**src/rtl/hazard_stall_ctrl.sv**
```systemverilog
// Hazard/stall controller for the 5-stage core.
// Handles load-use stalls, taken-branch flushes and data-memory freezes.
module hazard_stall_ctrl #(
    parameter int LU_CYCLES   = 1,
    parameter int MEM_TIMEOUT = 255,
    parameter int CNT_W       = 16
) (
    input  logic             clk_i,
    input  logic             rst_i,
    input  logic             ID_EX_MemRead_i,
    input  logic [4:0]       ID_EX_RegisterRt_i,
    input  logic [4:0]       IF_ID_RegisterRs_i,
    input  logic [4:0]       IF_ID_RegisterRt_i,
    input  logic             branch_taken_i,
    input  logic             mem_req_i,
    input  logic             mem_ack_i,
    output logic             pc_write_o,
    output logic             IF_ID_write_o,
    output logic             IF_flush_o,
    output logic             ID_EX_bubble_o,
    output logic             freeze_o,
    output logic             mem_timeout_o,
    output logic [CNT_W-1:0] stall_cnt_o
);

    typedef enum logic [1:0] {
        RUN      = 2'd0,
        LU_STALL = 2'd1,
        MEM_WAIT = 2'd2
    } state_t;

    localparam logic [3:0]  LU_INIT = 4'(LU_CYCLES - 1);
    localparam logic [15:0] TO_MAX  = 16'(MEM_TIMEOUT);

    state_t            state_q, state_d;
    logic [3:0]        lu_cnt_q, lu_cnt_d;
    logic [15:0]       wait_cnt_q, wait_cnt_d;
    logic              timeout_q, timeout_d;
    logic [CNT_W-1:0]  stall_cnt_q;

    logic lu_hit;
    logic mem_hold;

    // Decisions a RUN-state cycle would make; reused on memory release.
    state_t      r_state;
    logic [3:0]  r_lu_cnt;
    logic [15:0] r_wait_cnt;
    logic        r_timeout;
    logic        r_pc_write;
    logic        r_ifid_write;
    logic        r_flush;
    logic        r_bubble;
    logic        r_freeze;

    // Hazard detection shared by every state.
    always_comb begin
        lu_hit = ID_EX_MemRead_i
              && (ID_EX_RegisterRt_i != 5'd0)
              && ((ID_EX_RegisterRt_i == IF_ID_RegisterRs_i)
               || (ID_EX_RegisterRt_i == IF_ID_RegisterRt_i));
        mem_hold = mem_req_i && !mem_ack_i;
    end

    // RUN rules: mem_hold beats load-use, load-use beats branch flush.
    always_comb begin
        r_state      = RUN;
        r_lu_cnt     = lu_cnt_q;
        r_wait_cnt   = wait_cnt_q;
        r_timeout    = timeout_q;
        r_pc_write   = 1'b1;
        r_ifid_write = 1'b1;
        r_flush      = 1'b0;
        r_bubble     = 1'b0;
        r_freeze     = 1'b0;
        if (mem_hold) begin
            r_pc_write   = 1'b0;
            r_ifid_write = 1'b0;
            r_freeze     = 1'b1;
            r_state      = MEM_WAIT;
            r_wait_cnt   = 16'd1;
            if (TO_MAX == 16'd1) begin
                r_timeout = 1'b1;
            end
        end else if (lu_hit) begin
            r_pc_write   = 1'b0;
            r_ifid_write = 1'b0;
            r_bubble     = 1'b1;
            if (LU_CYCLES > 1) begin
                r_state  = LU_STALL;
                r_lu_cnt = LU_INIT;
            end
        end else if (branch_taken_i) begin
            r_flush = 1'b1;
        end
    end

    // Next-state and output selection per state; reset forces run enables.
    always_comb begin
        state_d        = state_q;
        lu_cnt_d       = lu_cnt_q;
        wait_cnt_d     = wait_cnt_q;
        timeout_d      = timeout_q;
        pc_write_o     = 1'b1;
        IF_ID_write_o  = 1'b1;
        IF_flush_o     = 1'b0;
        ID_EX_bubble_o = 1'b0;
        freeze_o       = 1'b0;
        unique case (state_q)
            RUN: begin
                state_d        = r_state;
                lu_cnt_d       = r_lu_cnt;
                wait_cnt_d     = r_wait_cnt;
                timeout_d      = r_timeout;
                pc_write_o     = r_pc_write;
                IF_ID_write_o  = r_ifid_write;
                IF_flush_o     = r_flush;
                ID_EX_bubble_o = r_bubble;
                freeze_o       = r_freeze;
            end
            LU_STALL: begin
                if (mem_hold) begin
                    // Freeze wins; the remaining bubble count survives it.
                    state_d       = MEM_WAIT;
                    wait_cnt_d    = r_wait_cnt;
                    timeout_d     = r_timeout;
                    pc_write_o    = 1'b0;
                    IF_ID_write_o = 1'b0;
                    freeze_o      = 1'b1;
                end else begin
                    pc_write_o     = 1'b0;
                    IF_ID_write_o  = 1'b0;
                    ID_EX_bubble_o = 1'b1;
                    lu_cnt_d       = lu_cnt_q - 4'd1;
                    if (lu_cnt_q <= 4'd1) begin
                        lu_cnt_d = 4'd0;
                        state_d  = RUN;
                    end
                end
            end
            MEM_WAIT: begin
                if (mem_ack_i) begin
                    // Ack cycle itself is not stalled.
                    pc_write_o     = r_pc_write;
                    IF_ID_write_o  = r_ifid_write;
                    IF_flush_o     = r_flush;
                    ID_EX_bubble_o = r_bubble;
                    freeze_o       = r_freeze;
                    wait_cnt_d     = r_wait_cnt;
                    timeout_d      = r_timeout;
                    if (lu_cnt_q != 4'd0) begin
                        state_d  = LU_STALL;
                        lu_cnt_d = lu_cnt_q;
                    end else begin
                        state_d  = r_state;
                        lu_cnt_d = r_lu_cnt;
                    end
                end else begin
                    pc_write_o    = 1'b0;
                    IF_ID_write_o = 1'b0;
                    freeze_o      = 1'b1;
                    if (wait_cnt_q < TO_MAX) begin
                        wait_cnt_d = wait_cnt_q + 16'd1;
                    end
                    if (wait_cnt_d == TO_MAX) begin
                        timeout_d = 1'b1;
                    end
                end
            end
            default: begin
                state_d = RUN;
            end
        endcase
        if (rst_i) begin
            pc_write_o     = 1'b1;
            IF_ID_write_o  = 1'b1;
            IF_flush_o     = 1'b0;
            ID_EX_bubble_o = 1'b0;
            freeze_o       = 1'b0;
        end
    end

    // State, counters and sticky timeout flag.
    always_ff @(posedge clk_i) begin
        if (rst_i) begin
            state_q    <= RUN;
            lu_cnt_q   <= 4'd0;
            wait_cnt_q <= 16'd0;
            timeout_q  <= 1'b0;
        end else begin
            state_q    <= state_d;
            lu_cnt_q   <= lu_cnt_d;
            wait_cnt_q <= wait_cnt_d;
            timeout_q  <= timeout_d;
        end
    end

    // Saturating count of cycles where the PC was held.
    always_ff @(posedge clk_i) begin
        if (rst_i) begin
            stall_cnt_q <= '0;
        end else if (!pc_write_o && (stall_cnt_q != '1)) begin
            stall_cnt_q <= stall_cnt_q + 1'b1;
        end
    end

    assign mem_timeout_o = timeout_q;
    assign stall_cnt_o   = stall_cnt_q;

endmodule

```
**config.mk**
```make
export PLATFORM = sky130hd
export DESIGN_NAME = hazard_stall_ctrl
export DESIGN_NICKNAME = d
export VERILOG_FILES = /design/src/rtl/hazard_stall_ctrl.sv
export SDC_FILE = /design/constraint.sdc
export NUM_CORES = 1
export LEC_CHECK = 0
export BUFFER_PORTS_ARGS = -buffer_cell sky130_fd_sc_hd__buf_4
export CAP_MARGIN = 10
export CORE_ASPECT_RATIO = 0.8
export CORE_MARGIN = 1
export CORE_UTILIZATION = 54
export CTS_CLUSTER_DIAMETER = 150
export DETAILED_ROUTE_END_ITERATION = 8
export GPL_TIMING_DRIVEN = 0
export PLACE_DENSITY_LB_ADDON = 0.08
export SYNTH_ARGS = -nofsm -noshare
export SYNTH_HDL_FRONTEND = slang
export SYNTH_SLANG_ARGS = --single-unit
```
**constraint.sdc**
```tcl
create_clock -name clk_i -period 2.93 [get_ports clk_i]
set_clock_uncertainty 0.15 [all_clocks]
set_input_delay 0.1465 -clock clk_i [delete_from_list [all_inputs] [get_ports clk_i]]
set_output_delay 0.1465 -clock clk_i [all_outputs]
set_load 0.005 [all_outputs]
```
==> impl_results.md <==
- GP Congestion: 0.8444
- RSZ-0062 raised after global routing: no
- Largest net degree at the start of global routing: 12
- H-Tree Depth: 2
- Wire per inst: around 14 um
- Routed wire length: 4.893 mm
- Setup TNS: 0 ns
- Ant diodes: 0
- Worst-Margin Slew: 0.6150 ns
- PortBufs: 41
- Largest area contributor in the netlist: dfxtp_1
- Most frequent cell after synthesis: dfxtp_1
- DIE AREA: 0.004105 mm2
- Post-synth EDFFs: 0
- Placed Area: 0.002440 mm2
- Primary FF master, synth: dfxtp_1
- Post-CTS setup buffers: 0
- Critical Path End Type: register
- PwrDens: roughly 400 mW/mm2
- Status: finished, violations left
- Synth area leaders: dfxtp_1, nor2_1, xor2_1
- Area Growth Syn to Fin: 22.02%
- Vias in the first global route: 1,737
- Worst path slowest cell: mux2_2
- Register area share after synthesis: between 30% and 40%
- WP data arrival: 2.39 ns
- Root buf cell: clkbuf_8
- Worst-skew pair later-pin latency: 0.29 ns
- Non-filler cells, final: 341
- Number of hold violations in the final report: 0
- Highest clock rate: around 0.43 GHz
- Dpl hpwl: 3.544 mm
- Detail Route Antenna Nets: 0
- Worst path cell trace: ha_1, and3_1, a41o_1, buf_2, nor4b_1, mux2_2
- Starting Density: 58.32%
- Required @ worst endpoint: approximately 3.0 ns
- Total GRT Usage: 24.68%
- Total CTS buffers: 5
- Critical Path Source Type: register
- Max_cap viols: 0
- Max Buffers Root-to-Sink: 2
- CTS-repair resized insts: 0
- Commonest cells in the netlist: dfxtp_1, nor2_1, nand2_1
- Remaining routing DRC violations: 6
- Failing checks: design-rule violations
- Final instance area: 0.002537 mm2
- GR Overflow Total: 0
- First-pass GRT wire length: 7.962 mm
- Unique cell type count in the Yosys netlist: 48
- Cell row count: 19
- Initial antenna violation count: 0
- Vias: 2,046
- Sink Count: 39
- Rel. slew slack: 59.00%
- Initial DRC count: 115
- Async SR Flop Fraction: 0%
- Mean area per synthesized cell: 8.318 um2
- Core area: 0.003566 mm2
- Syn Nets: 275
- Crit share post-route: 80.19%
- Crit-path leading delay family: simple AND/OR/NAND/NOR gates
- Placed cells: 333
- CTS tree: yes
- Die width: 71.38 um
- Tmin final: 2.350 ns
- Fin. max-slew vios: 0
- Hold Buf Count CTS: 1
- Synth Warn #: 0
- Worst-path clk slew: 0.07 ns
- Worst-path fanout max: 10
- Peak VDD IR: 308.2 uV
- Height of the die: 57.51 um
- I/O pin cnt: 43
- Netlist Area Pre-Place: between 0.002 and 0.0025 mm2
- Post-synthesis register bit count: 39
- Share of cells above drive strength 1: about 20%
- Final setup viols: 0
- Yosys top cell area share: between 30 and 40%
- Pleak: a little under 1 nW
- CP bufs+invs: 1
- Slack of the worst reg-to-reg path: roughly 0.58 ns
- Critical path class: register to register
- CP max stage delay: 0.37 ns
- Vias per inst: 6.000
- Post-layout nets: 324
- Drt pass-1 iters: 6
- Cells after synthesis: 250
- Worst Hold Class: input port to register
-- cell families after synthesis --
kind of cell / synth area share, %
compound gates: 18.23
buf+inv: 3.309
simple gates: 30.51
fa+ha+maj: 2.407
mux: 2.527
flops: 37.55
xor+xnor: 5.475
-- cell type report --
type                    count  area (um2)
clock buffers               6       82.58
fillers                   308        1028
flip-flops and latches     39       780.7
inverters                   4       15.01
repair buffers             42       317.8
well taps                  42       52.55
clock inverters             1       5.005
multi-input cells         197        1230
plain buffers              10       53.80
-- worst register-to-register path, cell delays in order, from the launching register on --
cell and delay (ns):
dfxtp_1 0.36, ha_1 0.26, and3_1 0.24, a41o_1 0.32, buf_2 0.20, nor4b_1 0.35, mux2_2 0.37
-- layer usage --
layer,vias up,track usage (%),part of all wire [%]
met5,-,0,0
met4,0,6.286,0.98
met3,7,6.007,7.5
met2,75,37.55,43
met1,938,35.16,49
li1,1026,-,-
-- final timing paths --
kind / endpoint / from / cells after the start
hold reg to reg: wait_cnt_q[11] / wait_cnt_q[11] / 1
setup reg to reg: stall_cnt_o[15] / stall_cnt_o[0] / 6
setup / recovery: stall_cnt_o[15] / stall_cnt_o[0] / 6
hold / removal: wait_cnt_q[4] / mem_ack_i / 4
-- registers in the layout, summed over array words and instances (netlist names) --
signal         flops
wait_cnt_q        16
mem_timeout_o      1
state_q            2
stall_cnt_o       16
lu_cnt_q           4
-- through the flow --
step | util [%] | hold slack [ns] | setup WS [ns] | power (W)
2_1_floorplan | - | 0.1871 | 0.8170 | 0.0006028
6_report | 71.16 | 0.09599 | 0.5805 | 0.001009
3_3_place_gp | 68.42 | 0.2081 | 0.6074 | 0.0006482
3_5_place_dp | 68.42 | 0.2146 | 0.5919 | 0.0006505
4_1_cts | 71.16 | 0.08036 | 0.5711 | 0.001013
5_1_grt | 71.16 | 0.09138 | 0.4548 | 0.001052
-- placed cells by master, fill, tap and decap left out, types with 5 or more instances in the layout --
master	instances
nand2_1	20
nand3_1	10
or4_1	8
nand4_1	6
nor3_1	6
and3_1	6
buf_4	42
nor2_1	26
a21oi_1	19
o31ai_1	6
dfxtp_1	39
clkbuf_8	6
nor4_1	5
o21ai_0	8
xor2_1	11
and2_1	12
-- report_power, final --
group | internal [W] | switching, W
clock network | 0.000185 | 0.000184
registers | 0.000533 | 0.00000427
logic | 0.0000474 | 0.0000560
total | 0.000765 | 0.000244
(Power assumes the default switching activity.)
